File: src/rtl/mem_arb_pkg.sv
// Shared types for mem_arbiter: FSM states, request payload, grant encoding.
package mem_arb_pkg;
    localparam int ARB_ADDR_W = 32;
    localparam int ARB_DATA_W = 32;
    localparam int ARB_STRB_W = ARB_DATA_W / 8;

    // Grant index doubles as the per-master index into packed request arrays.
    localparam logic GNT_I = 1'b0;
    localparam logic GNT_D = 1'b1;

    typedef enum logic [1:0] {IDLE, WAIT_I, WAIT_D} arb_state_e;

    typedef struct packed {
        logic                  instr;
        logic [ARB_ADDR_W-1:0] addr;
        logic [ARB_DATA_W-1:0] wdata;
        logic [ARB_STRB_W-1:0] wstrb;
    } mem_req_t;

    function automatic arb_state_e wait_state(input logic gnt);
        return (gnt == GNT_D) ? WAIT_D : WAIT_I;
    endfunction
endpackage

File: src/rtl/mem_arb_req_buf.sv
// One-entry capture buffer holding a request that could not be issued yet.
module mem_arb_req_buf
    import mem_arb_pkg::*;
(
    input  logic     clk,
    input  logic     rst,
    input  logic     load,
    input  logic     clear,
    input  mem_req_t req,
    output logic     full,
    output mem_req_t buf_req
);
    always_ff @(posedge clk or negedge rst) begin
        if (!rst) begin
            full    <= 1'b0;
            buf_req <= '0;
        end else if (load) begin
            full    <= 1'b1;
            buf_req <= req;
        end else if (clear) begin
            full    <= 1'b0;
        end
    end
endmodule

File: src/rtl/mem_arbiter.sv
// Shares one valid/ready memory slave between the instruction and data masters.
// Define MEM_ARB_ROUND_ROBIN_EN for round-robin contention; default is fixed data priority.
module mem_arbiter
    import mem_arb_pkg::*;
#(
    parameter int ADDR_W = 32,
    parameter int DATA_W = 32
) (
    input  logic              clk,
    input  logic              rst,
    input  logic              imem_valid,
    input  logic              imem_instr,
    input  logic [ADDR_W-1:0] imem_addr,
    input  logic [DATA_W-1:0] imem_wdata,
    input  logic [DATA_W/8-1:0] imem_wstrb,
    output logic [DATA_W-1:0] imem_rdata,
    output logic              imem_ready,
    input  logic              dmem_valid,
    input  logic              dmem_instr,
    input  logic [ADDR_W-1:0] dmem_addr,
    input  logic [DATA_W-1:0] dmem_wdata,
    input  logic [DATA_W/8-1:0] dmem_wstrb,
    output logic [DATA_W-1:0] dmem_rdata,
    output logic              dmem_ready,
    output logic              mem_valid,
    output logic              mem_instr,
    output logic [ADDR_W-1:0] mem_addr,
    output logic [DATA_W-1:0] mem_wdata,
    output logic [DATA_W/8-1:0] mem_wstrb,
    input  logic [DATA_W-1:0] mem_rdata,
    input  logic              mem_ready,
    output logic              arb_error
);
    // Request payload is a package struct, so widths are fixed there.
    if (ADDR_W != ARB_ADDR_W || DATA_W != ARB_DATA_W) begin : g_bad_width
        $error("mem_arbiter: ADDR_W/DATA_W must match mem_arb_pkg");
    end

    arb_state_e     state;
    mem_req_t [1:0] live_req, buf_req, cand_req;
    logic     [1:0] live_vld, live_ok, buf_full, buf_load, buf_clr, cand, viol_full;
    logic           win, issue, in_wait, owner, viol_owner;

    assign live_vld[GNT_I] = imem_valid;
    assign live_vld[GNT_D] = dmem_valid;
    assign live_req[GNT_I] = {imem_instr, imem_addr, imem_wdata, imem_wstrb};
    assign live_req[GNT_D] = {dmem_instr, dmem_addr, dmem_wdata, dmem_wstrb};

    assign in_wait    = (state != IDLE);
    assign owner      = (state == WAIT_D) ? GNT_D : GNT_I;
    assign viol_owner = in_wait & live_vld[owner];
    assign issue      = ~in_wait & (|cand);

    for (genvar m = 0; m < 2; m++) begin : g_mst
        localparam logic ID = 1'(m);
        // A live strobe is only accepted when it has somewhere to go.
        assign viol_full[m] = live_vld[m] & buf_full[m];
        assign live_ok[m]   = live_vld[m] & ~buf_full[m] & ~(in_wait & (owner == ID));
        assign cand[m]      = buf_full[m] | live_vld[m];
        assign cand_req[m]  = buf_full[m] ? buf_req[m] : live_req[m];
        assign buf_clr[m]   = issue & (win == ID) & buf_full[m];
        assign buf_load[m]  = live_ok[m] & ~(issue & (win == ID));

        mem_arb_req_buf u_buf (
            .clk     (clk),
            .rst     (rst),
            .load    (buf_load[m]),
            .clear   (buf_clr[m]),
            .req     (live_req[m]),
            .full    (buf_full[m]),
            .buf_req (buf_req[m])
        );
    end

`ifdef MEM_ARB_ROUND_ROBIN_EN
    logic last_grant;

    always_comb begin
        if (cand[GNT_I] & cand[GNT_D]) win = ~last_grant;
        else                           win = cand[GNT_D] ? GNT_D : GNT_I;
    end
`else
    always_comb begin
        win = cand[GNT_D] ? GNT_D : GNT_I;
    end
`endif

    always_ff @(posedge clk or negedge rst) begin
        if (!rst) begin
            state      <= IDLE;
            arb_error  <= 1'b0;
`ifdef MEM_ARB_ROUND_ROBIN_EN
            last_grant <= GNT_I;
`endif
        end else begin
            if ((|viol_full) | viol_owner) arb_error <= 1'b1;
            case (state)
                IDLE: if (issue) begin
                    state <= wait_state(win);
`ifdef MEM_ARB_ROUND_ROBIN_EN
                    last_grant <= win;
`endif
                end
                WAIT_I, WAIT_D: if (mem_ready) state <= IDLE;
                default: state <= IDLE;
            endcase
        end
    end

    // Zero-latency issue path: the slave sees the winner in the request cycle.
    assign mem_valid = issue;
    assign {mem_instr, mem_addr, mem_wdata, mem_wstrb} = cand_req[win];

    assign imem_ready = (state == WAIT_I) & mem_ready;
    assign dmem_ready = (state == WAIT_D) & mem_ready;
    assign imem_rdata = imem_ready ? mem_rdata : '0;
    assign dmem_rdata = dmem_ready ? mem_rdata : '0;
endmodule

File: config.mk
export PLATFORM = sky130hd
export DESIGN_NAME = mem_arbiter
export DESIGN_NICKNAME = d
export VERILOG_FILES = /design/src/rtl/mem_arb_pkg.sv /design/src/rtl/mem_arb_req_buf.sv /design/src/rtl/mem_arbiter.sv
export SDC_FILE = /design/constraint.sdc
export NUM_CORES = 1
export LEC_CHECK = 0
export CAP_MARGIN = 20
export CORE_MARGIN = 8
export CORE_UTILIZATION = 30
export DETAILED_ROUTE_END_ITERATION = 7
export PLACE_DENSITY_LB_ADDON = 0.15
export SLEW_MARGIN = 5
export SYNTH_ARGS = -nofsm -noshare
export SYNTH_HDL_FRONTEND = slang
export SYNTH_HIERARCHICAL = 1
export SYNTH_SLANG_ARGS = --single-unit
File: constraint.sdc
create_clock -name clk -period 2.9 [get_ports clk]
set_clock_uncertainty 0.05 [all_clocks]
set_input_delay 0.58 -clock clk [delete_from_list [all_inputs] [get_ports clk]]
set_output_delay 0.58 -clock clk [all_outputs]
set_load 0.005 [all_outputs]
# Word-level counts from Yosys, hierarchy flattened
# Index checks and enable logic that the tools add are counted.
[classes] n_lt_le_gt_ge=2 eq_ne=4 n_mux=18 bitwise=30 reduce_logical=8
[ops] operator="$mux 69" count=4
[ops] operator="$mux 32" count=2
[ops] operator="$and 1x1->1" count=18
[ops] operator="$not 1->1" count=9
[ops] operator="$mux 1" count=8
[ops] operator="$mux 2" count=3
[ops] operator="$reduce_bool 2->1" count=3
[ops] operator="$reduce_or 2->1" count=3
[ops] operator="$lt 1x2->1 const B" count=2
[ops] operator="$ne 2x2->1 const B" count=2
[ops] operator="$pmux 2 s2" count=1
[ops] operator="$or 1x1->1" count=3
[ops] operator="$eq 2x1->1 const B" count=1
[ops] operator="$eq 2x2->1 const B" count=1
[ops] operator="$logic_not 2->1" count=1
[ops] operator="$reduce_and 2->1" count=1
[totals] regBits=143 inputBits=175 word_cells=74

# Longest topological paths before layout
[depth] depth_word=8 mapped_depth=8 depth_no_buf=5

# By module
# The synthesis kept the hierarchy.
[modules_own_cells] mod="mem_arb_req_buf" instances=2 cells_each=149 area_each_um2=2950.3
[modules_own_cells] mod="mem_arbiter" instances=1 cells_each=347 area_each_um2=2499.9

# Worst setup path after synthesis
# OpenSTA, ideal clock, no wires.
[synth_path] kind="reg2reg" start="reg state[1]" end="reg g_mst[0].u_buf/buf_req[0] (netlist name)" setup_ns=0.125 arrival_time_ns=1.866 required_time_ns=2.725 path_slack_ns=0.859 path_stages_with_launch=9 n_path_buf=3 period_less_slack_ns=2.041 cell_sequence="dfrtp_1 -> inv_1 -> ha_1 -> clkbuf_1 -> nor2_1 -> nor4bb_1 -> buf_6 -> buf_12 -> mux2_4"
[synth_via] elab_chain_len=7 word_cells_on_any_way=12 cone_classes="eq/ne (1); mux (1); bitwise (9); reduce/logical (1)"
[synth_rtl] element="start, declared" line="mem_arbiter.sv:39" text="arb_state_e state;"
[synth_rtl] element="start signal, assigned" line="mem_arbiter.sv:99" text="state <= wait_state(win);"
[synth_rtl] element="$eq 2x2->1" line="mem_arbiter.sv:50" text="assign owner = (state == WAIT_D) ? GNT_D : GNT_I;"
[synth_rtl] element="$mux 1" line="mem_arbiter.sv:50"
[synth_rtl] element="$not 1->1" line="mem_arbiter.sv:58" text="assign live_ok[m] = live_vld[m] & ~buf_full[m] & ~(in_wait & (owner == ID));"
[synth_rtl] element="$and 1x1->1" line="mem_arbiter.sv:58"
[synth_rtl] element="$not 1->1" line="mem_arbiter.sv:58"
[synth_rtl] element="$and 1x1->1" line="mem_arbiter.sv:58"
[synth_rtl] element="$and 1x1->1 (*)" line="mem_arbiter.sv:62" text="assign buf_load[m] = live_ok[m] & ~(issue & (win == ID));"
[synth_rtl] element="named net buf_load[0]" line="mem_arbiter.sv:41" text="logic [1:0] live_vld, live_ok, buf_full, buf_load, buf_clr, cand, viol_full;"
# The timed path passes the listed nets; every way through them passes the cells marked *.
# A chain may end at the register's enable or synchronous reset.

# Worst setup path in the final report
[layout_path] start="in dmem_valid" end="out mem_wdata[30]"
[layout_via] elab_chain_len=4
[layout_rtl] element="start, declared" line="mem_arbiter.sv:18" text="input logic dmem_valid,"
[layout_rtl] element="$or 1x1->1" line="mem_arbiter.sv:59" text="assign cand[m] = buf_full[m] | live_vld[m];"
[layout_rtl] element="$mux 1" line="mem_arbiter.sv:84" text="win = cand[GNT_D] ? GNT_D : GNT_I;"
[layout_rtl] element="$mux 69 (implied by the code) (2 in a row)" line="mem_arbiter.sv:112" text="assign {mem_instr, mem_addr, mem_wdata, mem_wstrb} = cand_req[win];"
[layout_rtl] element="end, declared" line="mem_arbiter.sv:28" text="output logic [DATA_W-1:0] mem_wdata,"
# Every way passes these cells. The select of a mux whose other input is x is not followed.

==> flow_summary.json <==
{
  "crit_slowest_cell": "clkdlybuf4s50_1",
  "cts.reportedPaths.clkPinSlew_ps": 70,
  "yosysWarnings": 6,
  "path_class": "in -> out",
  "synth_area_leaders": "dfrtp_1 43%, mux2_4 25%, mux2i_1 8.3%",
  "syn_area_um2": 8400,
  "yosysTopAreaCell": "dfrtp_1",
  "drv_slew": 0,
  "grt_pass1_wl_um": 42500,
  "r2r_setup_slack_ps": 580,
  "grt_pass1_vias": 7168,
  "wl_um": 27700,
  "finalSetupViolations": 0,
  "tightest_slew_ps": 616,
  "die_w_um": 183,
  "rr_worst_depth": 6,
  "synth_ff_type": "dfrtp_1",
  "wl_per_cell_um": 20.6,
  "place_inst": 1312,
  "async_flop_share_pct": 100,
  "crit_family": "buffers and inverters",
  "dr_total_vias": 6403,
  "place_congestion": 0.754,
  "nFillCells": 2565,
  "rows": 61,
  "cts_sinks": 143,
  "synth_top_area_share_pct": 42.6,
  "yosysSeqAreaShare_pct": 42.6,
  "crit_buf_inv": 5,
  "portBuffers": 311,
  "finalPower_uw": 13100,
  "crit_fanout": 18,
  "cts.root.buffer_cell": "clkbuf_16",
  "ios": 312,
  "synthTopCellsByCount": "143 x dfrtp_1, 138 x mux2_4, 70 x mux2i_1",
  "holdWs_ps": 106,
  "syn_inst": 645,
  "hold_violations": 0,
  "finalNonFillerCells": 1349,
  "gr-usage-all-layers_pct": 16.3,
  "holdBufCountCts": 0,
  "cp.arrival_ps": 2160,
  "first_pass_iters": 6,
  "globalRouteOverflowTotal": 0,
  "place_hpwl_um": 19700,
  "crit_chain": "clkdlybuf4s15_1 > buf_4 > nor2_4 > buf_12 > bufbuf_16 > a21oi_1 > clkdlybuf4s50_1",
  "drtAntennaViolNets": 0,
  "fin_crit_sh_pct": 96.3,
  "drcViolationCount": 0,
  "slew_headroom_pct": 58.9,
  "cellLeakagePower_uw": 0.00561,
  "drtIter0Drc": 293,
  "p_per_area_nw_per_um2": 1030,
  "end_kind": "output port",
  "maxCapViolCount": 0,
  "die_h_um": 183,
  "rsz0062_at_grt": "yes",
  "max_freq_ghz": 0.358,
  "slowest_delay_ps": 530,
  "syn2layout_area_growth_pct": 50.5,
  "vdd_drop_max_uv": 407,
  "drt-vias-per-instance": 4.75,
  "start_util_pct": 30.3,
  "start_kind": "input pin",
  "nNetsFinal": 1136,
  "hp-class": "in -> async",
  "syn_nets": 824,
  "crit_required_ps": 2270,
  "cts_buffers": 17,
  "htreeDepth": 4,
  "core-area_um2": 27700,
  "cts_max_path_buffers": 2,
  "grt_max_degree": 68,
  "antenna_found_initial": 1,
  "drive_gt1_share_pct": 24.7,
  "status": "complete, no violations",
  "synth_seq_cells": 143,
  "yosysMostFrequentCell": "dfrtp_1",
  "r2r_end": "g_mst[0].u_buf/buf_req[68]",
  "synth_enable_flop_cells": 0,
  "die_area_um2": 33600,
  "r2r_start": "state[0]",
  "cts_tree": "yes",
  "insertion_delay_ps": 410,
  "synth_cell_type_count": 33,
  "postSynthAreaPerCell_um2": 13.0,
  "finalCriticalPeriod_ps": 2790
}
where the power goes:
| part | switching (uW) | internal [uW] | total (uW) |
|---|---|---|---|
| registers | 601 | 3030 | 3630 |
| logic | 2770 | 4520 | 7290 |
| clock network | 943 | 1220 | 2170 |
cells in the final DEF, fill, tap and decap left out, types with 2 or more instances in the layout:
cell,netlist,routed
a21o_1,2,2
o22ai_2,10,10
o22ai_1,59,59
a21oi_1,59,59
mux2_4,138,138
clkbuf_16,0,17
buf_8,1,2
buf_4,12,21
a21oi_2,10,10
clkinvlp_4,0,4
clkinv_2,0,2
and3_1,65,65
inv_6,0,4
clkdlybuf4s50_1,0,309
ha_1,4,3
dfrtp_1,143,142
and2_1,3,3
mux2i_1,70,70
inv_1,4,4
nor2_1,2,2
inv_8,0,2
buf_12,15,19
o21ai_0,2,2
worst register-to-register path: cells and delay by family, from the launching register on:
family	cells	cell delay, ps
flip-flops	1	410
multiplexers	1	410
AND/OR/NAND/NOR	2	480
adder cells (fa/ha/maj)	1	360
buffers and inverters	2	490
metrics by stage:
| stage | setup TNS [ps] | utilization [%] | worst slack, ps | cell area [um2] |
|---|---|---|---|---|
| 2_1_floorplan | 0 | - | 859 | 8400 |
| 3_3_place_gp | -2740 | 43.2 | -101 | 12000 |
| 3_5_place_dp | -4300 | 43.2 | -128 | 12000 |
| 4_1_cts | 0 | 45.6 | 60.2 | 12600 |
| 5_1_grt | -25.6 | 45.6 | -24.8 | 12600 |
| 6_report | 0 | 45.6 | 108 | 12600 |
layout make-up:
type,count,area (um2),area share (%)
Multi-Input combinational cell,436,4280,33.9
Timing Repair Buffer,354,3710,29.4
Sequential cell,143,3580,28.3
Tap cell,378,473,3.74
Clock buffer,19,443,3.50
Clock inverter,13,128,1.01
Inverter,5,18.8,0.148
Antenna cell,1,2.50,0.0198
what timing repair did:
item,in CTS,in global routing
gates resized for setup,3,3
pin swaps,1,0
endpoints found under the setup margin,84,17
setup buffers,2,1
cloned,1,0
how the worst max path moves through the flow:
stage / startpoint / to / slack, ps / depth (start not counted)
global route: state[1] / mem_valid / -20 / 4
floorplan: state[1] / g_mst[0].u_buf/buf_req[0] / 860 / 8
finish: dmem_valid / mem_wdata[30] / 110 / 7
global placement: dmem_valid / mem_addr[31] / -100 / 7
detailed placement: dmem_valid / mem_addr[31] / -130 / 7
CTS: state[1] / imem_rdata[22] / 60 / 5
sequential cells by signal, indices dropped and copies added, names as in the netlist:
signal               cells
g_mst.u_buf/full         2
arb_error                1
state                    2
g_mst.u_buf/buf_req    138
metal layers:
layer / track usage (%) / share of wire, % / wire length, um
met5: 0 / 0 / 0
met4: 4.26 / 1.5 / 428
met3: 6.09 / 8.0 / 2230
met2: 26.5 / 46 / 12800
met1: 20.0 / 44 / 12200
cell families after synthesis:
kind of cell / count (synthesis) / synth area share, %
flip-flops: 143 / 42.6
buffers and inverters: 66 / 6.90
adder cells (fa/ha/maj): 4 / 0.596
AND/OR/NAND/NOR: 78 / 5.79
multiplexers: 208 / 33.0
AO/OA/AOI/OAI: 146 / 11.1
Note: power is estimated with default switching activity, not from simulation.
